### config.mk
export PLATFORM = sky130hd
export DESIGN_NAME = dac_scan_ctrl_flat
export DESIGN_NICKNAME = d
export VERILOG_FILES = /design/src/rtl/dac_scan_ctrl_pkg.sv /design/src/rtl/dac_scan_ctrl_if.sv /design/src/rtl/dac_scan_ctrl_spi_frame_tx.sv /design/src/rtl/dac_scan_ctrl.sv /design/src/flat_wrapper.sv
export SDC_FILE = /design/constraint.sdc
export NUM_CORES = 1
export LEC_CHECK = 0
export BUFFER_PORTS_ARGS = -buffer_cell sky130_fd_sc_hd__clkbuf_2
export CORE_MARGIN = 2
export CORE_UTILIZATION = 65
export CTS_BUF_LIST = sky130_fd_sc_hd__clkbuf_4 sky130_fd_sc_hd__clkbuf_8
export DETAILED_ROUTE_END_ITERATION = 10
export MAX_ROUTING_LAYER = met4
export PLACE_DENSITY = 0.83
export SYNTH_ARGS = -nofsm -noshare
export SYNTH_HDL_FRONTEND = slang
export SYNTH_SLANG_ARGS = --single-unit
### constraint.sdc
create_clock -name clk -period 8.9 [get_ports clk]
set_clock_uncertainty 0.1 [all_clocks]
set_input_delay 0.89 -clock clk [delete_from_list [all_inputs] [get_ports clk]]
set_output_delay 0.89 -clock clk [all_outputs]
set_load 0.05 [all_outputs]
### src/rtl/dac_scan_ctrl_pkg.sv
// Shared types, frame constants and the DAC frame builder for the scan controller.
package dac_scan_pkg;

    localparam int         FRAME_W   = 16;
    localparam logic [1:0] PD_NORMAL = 2'b00;

    typedef enum logic [2:0] {
        IDLE,
        SELECT,
        SYNC_SETUP,
        SHIFT,
        SYNC_HI,
        HOLD
    } state_t;

    typedef enum logic [1:0] {
        TX_IDLE,
        TX_SETUP,
        TX_SHIFT,
        TX_HI
    } tx_phase_t;

    // Left-justify a right-aligned code of data_w bits into the 12-bit DAC field.
    function automatic logic [FRAME_W-1:0] build_frame(input logic [11:0] code, input int data_w);
        logic [11:0] field;
        field = code << (12 - data_w);
        return {2'b00, PD_NORMAL, field};
    endfunction

endpackage

### src/rtl/dac_scan_ctrl_if.sv
// Shadow-register write port from the UART register decoder.
interface dac_scan_ctrl_if #(
    parameter int CH_N   = 8,
    parameter int DATA_W = 12
);
    logic                    wr_en;
    logic [$clog2(CH_N)-1:0] wr_addr;
    logic [DATA_W-1:0]       wr_data;
    logic                    commit;

    modport master (output wr_en, wr_addr, wr_data, commit);
    modport slave  (input  wr_en, wr_addr, wr_data, commit);
endinterface

### src/rtl/dac_scan_ctrl_spi_frame_tx.sv
// 16-bit MSB-first SPI frame shifter: setup, 16 bits of 2*SCLK_DIV cycles, sync-high tail.
module spi_frame_tx
    import dac_scan_pkg::*;
#(
    parameter int SCLK_DIV = 4
) (
    input  logic               clk,
    input  logic               rst,
    input  logic               start,
    input  logic [FRAME_W-1:0] frame,
    output logic               done,
    output logic               sclk,
    output logic               dout,
    output logic               sync_n
);
    localparam int            CW        = $clog2(2 * SCLK_DIV + 1);
    localparam logic [CW-1:0] HALF_LAST = CW'(SCLK_DIV - 1);
    localparam logic [CW-1:0] LOW_START = CW'(SCLK_DIV);
    localparam logic [CW-1:0] BIT_LAST  = CW'(2 * SCLK_DIV - 1);

    tx_phase_t          phase, phase_nxt;
    logic [CW-1:0]      cnt, cnt_nxt;
    logic [3:0]         bit_idx, bit_nxt;
    logic [FRAME_W-1:0] shreg, shreg_nxt;
    logic               sclk_nxt, dout_nxt, sync_n_nxt, framing;

    // Next phase/counters, and pin values for the coming cycle so the pins are registered.
    always_comb begin
        // NOTE: every variable gets a default first; a path that skips an assignment would infer a latch.
        phase_nxt = phase;
        cnt_nxt   = cnt + CW'(1);
        bit_nxt   = bit_idx;
        shreg_nxt = shreg;
        done      = 1'b0;
        case (phase)
            TX_IDLE: begin
                cnt_nxt = '0;
                if (start) begin
                    phase_nxt = TX_SETUP;
                    shreg_nxt = frame;
                end
            end
            TX_SETUP: if (cnt == HALF_LAST) begin
                phase_nxt = TX_SHIFT;
                cnt_nxt   = '0;
            end
            TX_SHIFT: if (cnt == BIT_LAST) begin
                cnt_nxt = '0;
                if (bit_idx == 4'd15) begin
                    phase_nxt = TX_HI;
                    bit_nxt   = '0;
                end else begin
                    bit_nxt   = bit_idx + 4'd1;
                    shreg_nxt = shreg << 1;
                end
            end
            TX_HI: if (cnt == HALF_LAST) begin
                phase_nxt = TX_IDLE;
                cnt_nxt   = '0;
                done      = 1'b1;
            end
            default: phase_nxt = TX_IDLE;
        endcase
        framing    = (phase_nxt == TX_SETUP) || (phase_nxt == TX_SHIFT);
        sclk_nxt   = !((phase_nxt == TX_SHIFT) && (cnt_nxt >= LOW_START));
        sync_n_nxt = !framing;
        dout_nxt   = framing && shreg_nxt[FRAME_W-1];
    end

    // Phase, counters, shift register and registered SPI pins.
    always_ff @(posedge clk) begin
        // NOTE: sequential state uses non-blocking assignments so every register sees pre-edge values.
        if (rst) begin
            phase   <= TX_IDLE;
            cnt     <= '0;
            bit_idx <= '0;
            shreg   <= '0;
            sclk    <= 1'b1;
            sync_n  <= 1'b1;
            dout    <= 1'b0;
        end else begin
            phase   <= phase_nxt;
            cnt     <= cnt_nxt;
            bit_idx <= bit_nxt;
            shreg   <= shreg_nxt;
            sclk    <= sclk_nxt;
            sync_n  <= sync_n_nxt;
            dout    <= dout_nxt;
        end
    end

endmodule

### src/rtl/dac_scan_ctrl.sv
// Multi-channel DAC refresh scanner: channel sequencing, shadow/active commit and slot timing.
module dac_scan_ctrl
    import dac_scan_pkg::*;
#(
    parameter int CH_N       = 8,
    parameter int DATA_W     = 12,
    parameter int SCLK_DIV   = 4,
    parameter int SETTLE_CYC = 16,
    parameter int HOLD_CYC   = 64
) (
    input  logic                    clk,
    input  logic                    rst,
    input  logic                    run,
    input  logic [CH_N-1:0]         ch_en,
    dac_scan_ctrl_if.slave          wr,
    output logic                    sclk,
    output logic                    dout,
    output logic                    sync_n,
    output logic [$clog2(CH_N)-1:0] pos,
    output logic                    busy,
    output logic                    frame_done,
    output logic                    scan_done
);
    localparam int ADDR_W    = $clog2(CH_N);
    localparam int SHIFT_CYC = 32 * SCLK_DIV;
    localparam int TMAX_A    = (SETTLE_CYC > HOLD_CYC) ? SETTLE_CYC : HOLD_CYC;
    localparam int TMAX      = (TMAX_A > SHIFT_CYC) ? TMAX_A : SHIFT_CYC;
    localparam int TW        = $clog2(TMAX + 1);

    localparam logic [TW-1:0] SETTLE_LAST = TW'(SETTLE_CYC - 1);
    localparam logic [TW-1:0] SETUP_LAST  = TW'(SCLK_DIV - 1);
    localparam logic [TW-1:0] SHIFT_LAST  = TW'(SHIFT_CYC - 1);
    localparam logic [TW-1:0] HOLD_LAST   = TW'(HOLD_CYC - 1);

    state_t             state, state_nxt;
    logic [TW-1:0]      timer;
    logic [CH_N-1:0]    en_q;
    logic [DATA_W-1:0]  shadow [CH_N];
    logic [DATA_W-1:0]  active [CH_N];
    logic               pending;
    logic               scan_go, step, tx_start, tx_done;
    logic               nxt_found;
    logic [ADDR_W-1:0]  nxt_idx, first_idx;
    logic [FRAME_W-1:0] frame;

    assign busy  = (state != IDLE);
    assign frame = build_frame(12'(active[pos]), DATA_W);

    // Lowest enabled channel for a scan start, and next higher channel within the latched enables.
    always_comb begin
        first_idx = '0;
        nxt_idx   = '0;
        nxt_found = 1'b0;
        for (int i = CH_N - 1; i >= 0; i--) begin
            if (ch_en[i]) first_idx = ADDR_W'(i);
            if (en_q[i] && (i > int'(pos))) begin
                nxt_idx   = ADDR_W'(i);
                nxt_found = 1'b1;
            end
        end
    end

    // Scan FSM next state and slot pulses.
    always_comb begin
        state_nxt  = state;
        scan_go    = 1'b0;
        step       = 1'b0;
        tx_start   = 1'b0;
        frame_done = 1'b0;
        scan_done  = 1'b0;
        case (state)
            IDLE: if (run && (|ch_en)) begin
                state_nxt = SELECT;
                scan_go   = 1'b1;
            end
            SELECT: if (timer == SETTLE_LAST) begin
                state_nxt = SYNC_SETUP;
                tx_start  = 1'b1;
            end
            SYNC_SETUP: if (timer == SETUP_LAST) state_nxt = SHIFT;
            SHIFT:      if (timer == SHIFT_LAST) state_nxt = SYNC_HI;
            SYNC_HI:    if (tx_done) state_nxt = HOLD;
            HOLD: if (timer == HOLD_LAST) begin
                frame_done = 1'b1;
                scan_done  = !nxt_found;
                if (!run) begin
                    state_nxt = IDLE;
                end else if (nxt_found) begin
                    state_nxt = SELECT;
                    step      = 1'b1;
                end else if (|ch_en) begin
                    state_nxt = SELECT;
                    scan_go   = 1'b1;
                end else begin
                    state_nxt = IDLE;
                end
            end
            default: state_nxt = IDLE;
        endcase
    end

    // State, phase timer, mux select, latched enables and commit-pending flag.
    always_ff @(posedge clk) begin
        if (rst) begin
            state   <= IDLE;
            timer   <= '0;
            pos     <= '0;
            en_q    <= '0;
            pending <= 1'b0;
        end else begin
            state <= state_nxt;
            timer <= (state_nxt != state) ? '0 : timer + TW'(1);
            if (scan_go) begin
                en_q <= ch_en;
                pos  <= first_idx;
            end else if (step) begin
                pos  <= nxt_idx;
            end
            if (scan_go)        pending <= 1'b0;
            else if (wr.commit) pending <= 1'b1;
        end
    end

    // Shadow registers written from the register decoder; out-of-range addresses are dropped.
    always_ff @(posedge clk) begin
        // NOTE: these small register files must read as zero after reset, so each entry is cleared explicitly.
        if (rst) begin
            for (int i = 0; i < CH_N; i++) shadow[i] <= '0;
        end else if (wr.wr_en && (int'(wr.wr_addr) < CH_N)) begin
            shadow[wr.wr_addr] <= wr.wr_data;
        end
    end

    // Atomic shadow->active copy at scan start, forwarding a same-cycle write.
    always_ff @(posedge clk) begin
        if (rst) begin
            for (int i = 0; i < CH_N; i++) active[i] <= '0;
        end else if (scan_go && (pending || wr.commit)) begin
            for (int i = 0; i < CH_N; i++)
                active[i] <= (wr.wr_en && (int'(wr.wr_addr) == i)) ? wr.wr_data : shadow[i];
        end
    end

    spi_frame_tx #(.SCLK_DIV(SCLK_DIV)) u_tx (
        .clk    (clk),
        .rst    (rst),
        .start  (tx_start),
        .frame  (frame),
        .done   (tx_done),
        .sclk   (sclk),
        .dout   (dout),
        .sync_n (sync_n)
    );

endmodule

### src/flat_wrapper.sv
// flat-port wrapper written by rule: the top's interface ports become plain ports
module dac_scan_ctrl_flat import dac_scan_pkg::*;
#(
    parameter int CH_N       = 8,
    parameter int DATA_W     = 12,
    parameter int SCLK_DIV   = 4,
    parameter int SETTLE_CYC = 16,
    parameter int HOLD_CYC   = 64
)
  (clk, rst, run, ch_en, sclk, dout, sync_n, pos, busy, frame_done, scan_done, wr_wr_en, wr_wr_addr, wr_wr_data, wr_commit);
  dac_scan_ctrl_if #(.CH_N(CH_N), .DATA_W(DATA_W)) wr_i ();
  input  logic clk;
  input  logic rst;
  input  logic run;
  input  logic [CH_N-1:0] ch_en;
  output logic sclk;
  output logic dout;
  output logic sync_n;
  output logic [$clog2(CH_N)-1:0] pos;
  output logic busy;
  output logic frame_done;
  output logic scan_done;
  input wire logic [$bits(wr_i.wr_en)-1:0] wr_wr_en;
  input wire logic [$bits(wr_i.wr_addr)-1:0] wr_wr_addr;
  input wire logic [$bits(wr_i.wr_data)-1:0] wr_wr_data;
  input wire logic [$bits(wr_i.commit)-1:0] wr_commit;
  assign wr_i.wr_en = wr_wr_en;
  assign wr_i.wr_addr = wr_wr_addr;
  assign wr_i.wr_data = wr_wr_data;
  assign wr_i.commit = wr_commit;
  dac_scan_ctrl #(.CH_N(CH_N), .DATA_W(DATA_W), .SCLK_DIV(SCLK_DIV), .SETTLE_CYC(SETTLE_CYC), .HOLD_CYC(HOLD_CYC)) u_core (.clk(clk), .rst(rst), .run(run), .ch_en(ch_en), .wr(wr_i), .sclk(sclk), .dout(dout), .sync_n(sync_n), .pos(pos), .busy(busy), .frame_done(frame_done), .scan_done(scan_done));
endmodule
==> flow_metrics.env, run 1 <==
export IMPL_yosysWarnings=0
export IMPL_postRouteAntennaNets=0
export IMPL_clock_path_buffers=3
export IMPL_critPathBufInv=1
export IMPL_startpoint_type="flop"
export IMPL_holdWs_ns=0.359
export IMPL_wl_um=25000
export IMPL_regToRegEndpoint="u_core.active[4][0]$_SDFFCE_PN0P_"
export IMPL_layout_drive_gt1_share_pct=16.7
export IMPL_dr_pass1_iters=8
export IMPL_p_per_area_nw_per_um2=205
export IMPL_start_util_pct=65.7
export IMPL_gr_usage_all_layers_pct=28.7
export IMPL_areaGrowthSynthToFinish_pct=8.69
export IMPL_tightest_slew_ns=1.25
export IMPL_ir_drop_mv=0.131
export IMPL_crit_fanout=50
export IMPL_setup_viol=0
export IMPL_ioPinCount=37
export IMPL_nets=1010
export IMPL_cp_required_ns=8.96
export IMPL_fin_total_pwr_uw=2510
export IMPL_crit_cells=8
export IMPL_postSynthCellCount=959
export IMPL_critPathLaunch="u_core.timer[0]$_SDFF_PP0_"
export IMPL_postSynthAreaPerCell_um2=11.7
export IMPL_gp_congestion=0.867
export IMPL_crit_end="u_core.active[4][0]$_SDFFCE_PN0P_"
export IMPL_post_cts_buffers=0
export IMPL_hpwl_um=15600
export IMPL_whs_path_depth=1
export IMPL_htree_num_levels=2
export IMPL_synth_cell_type_count=62
export IMPL_dpl_cell_count=1161
export IMPL_clk_pin_slew_ns=0.06
export IMPL_portBuffers=36
export IMPL_grt_pass1_vias=7292
export IMPL_dieArea_um2=18400
export IMPL_worstHoldPathType="reg2reg"
export IMPL_tns_ns=0
export IMPL_synth_nets=991
export IMPL_ctsResizeCount=0
export IMPL_ctsHoldBuffers=0
export IMPL_hold_viol=0
export IMPL_outcome="completed"
export IMPL_drtIter0Drc=938
export IMPL_path_class="reg2reg"
export IMPL_vias=7471
export IMPL_syn_area_um2=11300
export IMPL_reg2reg_depth=8
export IMPL_antenna_found_initial=1
export IMPL_grt_max_degree=73
export IMPL_drc=0
export IMPL_cpPeakStageDelay_ns=0.83
export IMPL_period_minus_slack_ns=4.28
export IMPL_viasPerCell=6.04
export IMPL_core_um2=17100
export IMPL_regToRegSetupSlack_ns=4.62
export IMPL_clock_sinks=246
export IMPL_num_rows=48
export IMPL_cp_end_kind="flop"
export IMPL_cpMaxStageDelayCell="o41ai_4"
export IMPL_cts_buffers=40
export IMPL_worst_ep_arrival_time_ns=4.34
export IMPL_grt_first_pass_wirelength_um=39000
export IMPL_rsz0062_at_grt="false"
export IMPL_r2r_start="u_core.timer[0]$_SDFF_PP0_"
export IMPL_seq_area_frac_synth_pct=60.8
export IMPL_maxSlewViolCount=0
export IMPL_die_w_um=136
export IMPL_insertion_delay_ns=0.54
export IMPL_p_leak_uw=0.00458
export IMPL_cts_root_buffer="clkbuf_8"
export IMPL_gr_total_overflow=0
export IMPL_detail_route_wl_per_cell_um=20.2
export IMPL_cap_viol_max_count=0
export IMPL_cts_tree="yes"
export IMPL_max_slew_margin_pct=16.2
export IMPL_instances_no_fill=1236
export IMPL_fillCellCount=1154
export IMPL_min_delay_start="u_core.timer[0]$_SDFF_PP0_"
export IMPL_period_share_pct=48.1
export IMPL_ys_ff_latch=246
export IMPL_fmax_ghz=0.234
export IMPL_path_cells="ha_1, nand3_4, nor4_4, nand2_2, o41ai_4, o21ai_0, nand2b_4, buf_4"
export IMPL_cp_top_family="simple AND/OR/NAND/NOR gates"
export IMPL_fp_dieH_um=136
[per-layer routing]
layer / part of all wire [%] / global-route usage [%]
met1: 40 / 38.6
met5: 0 / -
met3: 10 / 5.84
met2: 47 / 43.8
met4: 2.8 / 10.8
[metrics by stage]
| step | worst slack [ns] | cell area, um2 | util, % |
|---|---|---|---|
| after floorplan | 3.94 | 11300 | - |
| after global placement | 4.70 | 11400 | 66.7 |
| after detailed placement | 4.62 | 11400 | 66.7 |
| after CTS | 4.63 | 12200 | 71.4 |
| after global routing | 4.39 | 12200 | 71.4 |
| final | 4.62 | 12200 | 71.5 |
[worst min-delay path by stage]
stage	endpoint	slack, ns
floorplan	u_core.timer[0]$_SDFF_PP0_	0.31
finish	u_core.timer[0]$_SDFF_PP0_	0.36
global route	u_core.timer[0]$_SDFF_PP0_	0.38
global placement	u_core.timer[0]$_SDFF_PP0_	0.32
detailed placement	u_core.timer[0]$_SDFF_PP0_	0.35
CTS	u_core.timer[0]$_SDFF_PP0_	0.35
[power by group]
group          switching (uW)  internal, uW
Sequential               29.0          1320
Combinational             119          62.4
Clock                     439           546
Total                     587          1920
[final cells by class]
cell class | instances | area (um2) | area share (%)
clock inverter | 13 | 86.3 | 0.706
sequential | 246 | 6850 | 56.0
multi-input combinational | 636 | 4010 | 32.8
timing repair buffer | 44 | 240 | 1.96
tap | 225 | 282 | 2.30
inverter | 10 | 37.5 | 0.307
clock buffer | 60 | 719 | 5.88
antenna | 2 | 5.00 | 0.0409
[cell families after synthesis]
logic type	share of synthesized area, %
flip-flops	60.8
multiplexers	6.77
AND/OR/NAND/NOR	18.3
buffers and inverters	3.60
adder cells (fa/ha/maj)	0.445
XOR/XNOR	0.700
AO/OA/AOI/OAI	9.32
[synthesized netlist by cell type, drive strengths merged]
master   number  area, um2
nand4b        2       17.5
a31oi         5       31.3
a2bb2oi       1       8.76
nand4         3       18.8
a22o          1       8.76
and3          5       33.8
or2           2       15.0
or4b          2       20.0
a221oi       15        131
or3           1       6.26
a22oi         1       7.51
inv          10       37.5
nor3b         4       40.0
o41ai         2       36.3
mux4         24        541
a2111oi       1       8.76
dfxtp        54       1080
xnor2         5       43.8
mux2          1       11.3
a21oi        87        477
o2bb2ai       2       23.8
nand2b       15       93.8
clkbuf       51        223
o21ai        10       50.1
a21bo         1       10.0
o2111ai       1       26.3
nand3b        1       7.51
o211ai        1       7.51
nor2b         9       56.3
ha            4       50.1
nor4          6       52.6
o31ai         2       15.0
nand2       167        629
nor2         76        285
a221o         1       11.3
nor3         11       60.1
nand3        16       97.6
a21o         26        195
mux2i        21        210
xor2          4       35.0
and2        100        628
edfxtp      192       5770
buf          16        145
[worst register-to-register path, cell delays in order, from the launching register on]
cell and delay, ns:
dfxtp_1 0.36, ha_1 0.27, nand3_4 0.15, nor4_4 0.43
nand2_2 0.14, o41ai_4 0.83, o21ai_0 0.36, nand2b_4 0.59
buf_4 0.66
[state kept, by name, indices dropped and copies added (netlist names), named ones only]
register	count
u_core.u_tx.sync_n	1
u_core.u_tx.dout	1
u_core.u_tx.shreg	16
u_core.u_tx.phase	2
u_core.shadow	96
u_core.pending	1
u_core.en_q	7
u_core.active	96
u_core.pos	3
u_core.u_tx.bit_idx	4
u_core.state	3
u_core.u_tx.cnt	4
u_core.u_tx.sclk	1
u_core.timer	8
[cell usage in the layout (no fill, tap or decap), types with 3 or more instances in the layout]
cell type | Yosys | routed
a21o_1 | 26 | 26
a21oi_1 | 76 | 76
a21oi_2 | 11 | 11
a221oi_1 | 15 | 15
a31oi_1 | 5 | 5
and2_1 | 97 | 97
and3_1 | 3 | 3
buf_4 | 0 | 8
clkbuf_2 | 1 | 36
clkbuf_4 | 0 | 17
clkbuf_8 | 3 | 43
clkinv_1 | 0 | 7
clkinv_2 | 0 | 3
dfxtp_1 | 54 | 53
edfxtp_1 | 192 | 192
ha_1 | 4 | 4
inv_1 | 10 | 10
mux2i_1 | 21 | 21
mux4_2 | 24 | 24
nand2_1 | 166 | 166
nand2b_1 | 15 | 14
nand3_1 | 14 | 14
nand4_1 | 3 | 3
nor2_1 | 76 | 76
nor2b_1 | 9 | 9
nor3_1 | 10 | 9
nor4_1 | 5 | 5
o21ai_0 | 10 | 10
xnor2_1 | 5 | 5
xor2_1 | 4 | 4
Power figures use the tool's default switching activity.
==> inputs of run 2 (changes only) <==
--- a/config.mk
+++ b/config.mk
@@ -7,11 +7,11 @@
 export LEC_CHECK = 0
 export BUFFER_PORTS_ARGS = -buffer_cell sky130_fd_sc_hd__clkbuf_2
 export CORE_MARGIN = 2
-export CORE_UTILIZATION = 65
+export CORE_UTILIZATION = 64
 export CTS_BUF_LIST = sky130_fd_sc_hd__clkbuf_4 sky130_fd_sc_hd__clkbuf_8
 export DETAILED_ROUTE_END_ITERATION = 10
 export MAX_ROUTING_LAYER = met4
-export PLACE_DENSITY = 0.83
+export PLACE_DENSITY = 0.82
 export SYNTH_ARGS = -nofsm -noshare
 export SYNTH_HDL_FRONTEND = slang
 export SYNTH_SLANG_ARGS = --single-unit
==> constraint.sdc (replaced) <==
create_clock -name clk -period 4.2 [get_ports clk]
set_clock_uncertainty 0.1 [all_clocks]
set_input_delay 0.42 -clock clk [delete_from_list [all_inputs] [get_ports clk]]
set_output_delay 0.42 -clock clk [all_outputs]
set_load 0.05 [all_outputs]
==> flow_metrics.env, run 2 (synthesized netlist as in run 1, its figures left out) <==
export IMPL_period_share_pct=75.9
export IMPL_cts_root_buffer="clkbuf_8"
export IMPL_power_frac_clock_pct=38.1
export IMPL_reg_top3="u_core.active x96, u_core.shadow x96, u_core.u_tx.shreg x16"
export IMPL_gr_usage_met3_pct=6.89
export IMPL_ir_drop_mv=0.276
export IMPL_use_met1_pct=37.7
export IMPL_clock_path_buffers=3
export IMPL_fp_dieH_um=137
export IMPL_cap_viol_max_count=0
export IMPL_switching_share_pct=24.1
export IMPL_wl_um=25200
export IMPL_fillCellCount=1186
export IMPL_cts_tree="yes"
export IMPL_grt_util_met2_pct=44.0
export IMPL_clock_sinks=246
export IMPL_path_class="reg2reg"
export IMPL_start_util_pct=65.3
export IMPL_htree_num_levels=2
export IMPL_regToRegSetupSlack_ns=1.01
export IMPL_r2r_start="u_core.timer[0]$_SDFF_PP0_"
export IMPL_cts_buffers=40
export IMPL_grt_pass1_vias=7275
export IMPL_num_rows=48
export IMPL_tightest_slew_ns=1.20
export IMPL_final_common_cell="edfxtp_1"
export IMPL_max_slew_margin_pct=20.1
export IMPL_gr_total_overflow=0
export IMPL_hpwl_um=16100
export IMPL_cp_required_ns=4.32
export IMPL_crit_fanout=26
export IMPL_tns_ns=0
export IMPL_ctsResizeCount=0
export IMPL_ctsHoldBuffers=0
export IMPL_mostFrequentLayoutCells="edfxtp_1 (192), nand2_1 (166), and2_1 (97)"
export IMPL_busiest_layer="met2"
export IMPL_rsz0062_at_grt="false"
export IMPL_gp_congestion=0.888
export IMPL_drc=0
export IMPL_cp_end_kind="flop"
export IMPL_antenna_found_initial=2
export IMPL_grt_first_pass_wirelength_um=39000
export IMPL_clk_pin_slew_ns=0.06
export IMPL_grt_max_degree=48
export IMPL_dr_pass1_iters=5
export IMPL_insertion_delay_ns=0.55
export IMPL_post_cts_buffers=0
export IMPL_gr_usage_all_layers_pct=28.8
export IMPL_p_int_uw=3990
export IMPL_postRouteAntennaNets=0
export IMPL_power_switching_uw=1270
export IMPL_nets=1015
export IMPL_period_minus_slack_ns=3.19
export IMPL_die_w_um=137
export IMPL_viasPerCell=6.09
export IMPL_min_to="u_core.en_q[4]$_SDFFE_PP0N_"
export IMPL_vias=7531
export IMPL_regToRegEndpoint="u_core.active[4][7]$_SDFFCE_PN0P_"
export IMPL_seq_power_share_pct=54.4
export IMPL_layout_drive_gt1_share_pct=16.4
export IMPL_core_um2=17200
export IMPL_portBuffers=36
export IMPL_hold_viol=0
export IMPL_setup_viol=0
export IMPL_outcome="completed"
export IMPL_startpoint_type="flop"
export IMPL_fmax_ghz=0.314
export IMPL_comb_power_share_pct=7.5
export IMPL_whs_path_depth=3
export IMPL_min_delay_start="ch_en[4]"
export IMPL_worstHoldPathType="in2reg"
export IMPL_multi_input_area_um2=4010
export IMPL_layout_area_seq_um2=6850
export IMPL_postLayoutCoreUtil_pct=71.0
export IMPL_p_per_area_nw_per_um2=430
export IMPL_detail_route_wl_per_cell_um=20.3
export IMPL_worst_ep_arrival_time_ns=3.31
export IMPL_reg2reg_depth=9
export IMPL_areaGrowthSynthToFinish_pct=8.75
export IMPL_dieArea_um2=18700
export IMPL_maxSlewViolCount=0
export IMPL_drtIter0Drc=758
export IMPL_p_leak_uw=0.00459
export IMPL_ioPinCount=37
## run 2: cell types whose count changed in the layout (fill, tap and decap cells not counted), moves of 2 or more
cell and change:
buf_12 +2, clkbuf_4 -8, buf_4 +3, clkinv_1 +2, clkinv_2 +3
## run 2: area by class of cell
class	count	area share, %
inverters	10	0.307
clock buffers	51	5.28
multi-input cells	636	32.8
clock inverters	18	0.889
well taps	225	2.30
diodes	2	0.0409
flip-flops and latches	246	56.0
repair buffers	49	2.47
## run 2: metrics by stage
step           worst slack [ns]  instance area [um2]  hold WS [ns]  total power (uW)  cells
6_report                   1.01                12200        0.0914              5260   1237
5_1_grt                   0.832                12200         0.100              5430   1237
4_1_cts                    1.01                12200        0.0633              5290   1235
3_5_place_dp               1.02                11500         0.344              3300   1166
3_3_place_gp               1.14                11500         0.335              3280   1166
2_1_floorplan             0.289                11300         0.313              3150    959
## run 2: power by group through the flow
| stage | clock, uW | sequential [uW] | combinational, uW |
|---|---|---|---|
| 2_1_floorplan | 0 | 2870 | 276 |
| 3_3_place_gp | 0 | 2900 | 381 |
| 3_5_place_dp | 0 | 2910 | 387 |
| 4_1_cts | 2040 | 2860 | 390 |
| 5_1_grt | 2140 | 2870 | 420 |
| 6_report | 2010 | 2860 | 393 |
## run 2: worst max-delay path, stage by stage (launching register included)
cell	delay [ns]
dfxtp_1	0.35
ha_1	0.27
nand3_4	0.14
nor4_4	0.41
nand2_2	0.13
o41ai_4	0.30
buf_4	0.27
o21ai_0	0.17
nand2b_4	0.35
buf_4	0.36
## run 2: worst max-delay path by stage
stage                               start                                  to  slack [ns]  depth (start not counted)
2_1_floorplan  u_core.timer[0]$_SDFF_PP0_   u_core.active[0][0]$_SDFFCE_PN0P_        0.29                          7
3_5_place_dp   u_core.timer[0]$_SDFF_PP0_   u_core.active[4][7]$_SDFFCE_PN0P_        1.02                          9
4_1_cts        u_core.timer[0]$_SDFF_PP0_   u_core.active[4][7]$_SDFFCE_PN0P_        1.01                          9
5_1_grt        u_core.timer[0]$_SDFF_PP0_  u_core.active[6][11]$_SDFFCE_PP0P_        0.83                          9
3_3_place_gp   u_core.timer[0]$_SDFF_PP0_   u_core.active[4][8]$_SDFFCE_PN0P_        1.14                          9
6_report       u_core.timer[0]$_SDFF_PP0_   u_core.active[4][7]$_SDFFCE_PN0P_        1.01                          9
## run 2: metal layers
layer	wire length [um]	share of wire, %	up-vias
met1	10100	40	3611
met2	11800	47	396
met3	2520	10	55
li1	-	-	3469
met5	0	0	-
met4	732	2.9	0
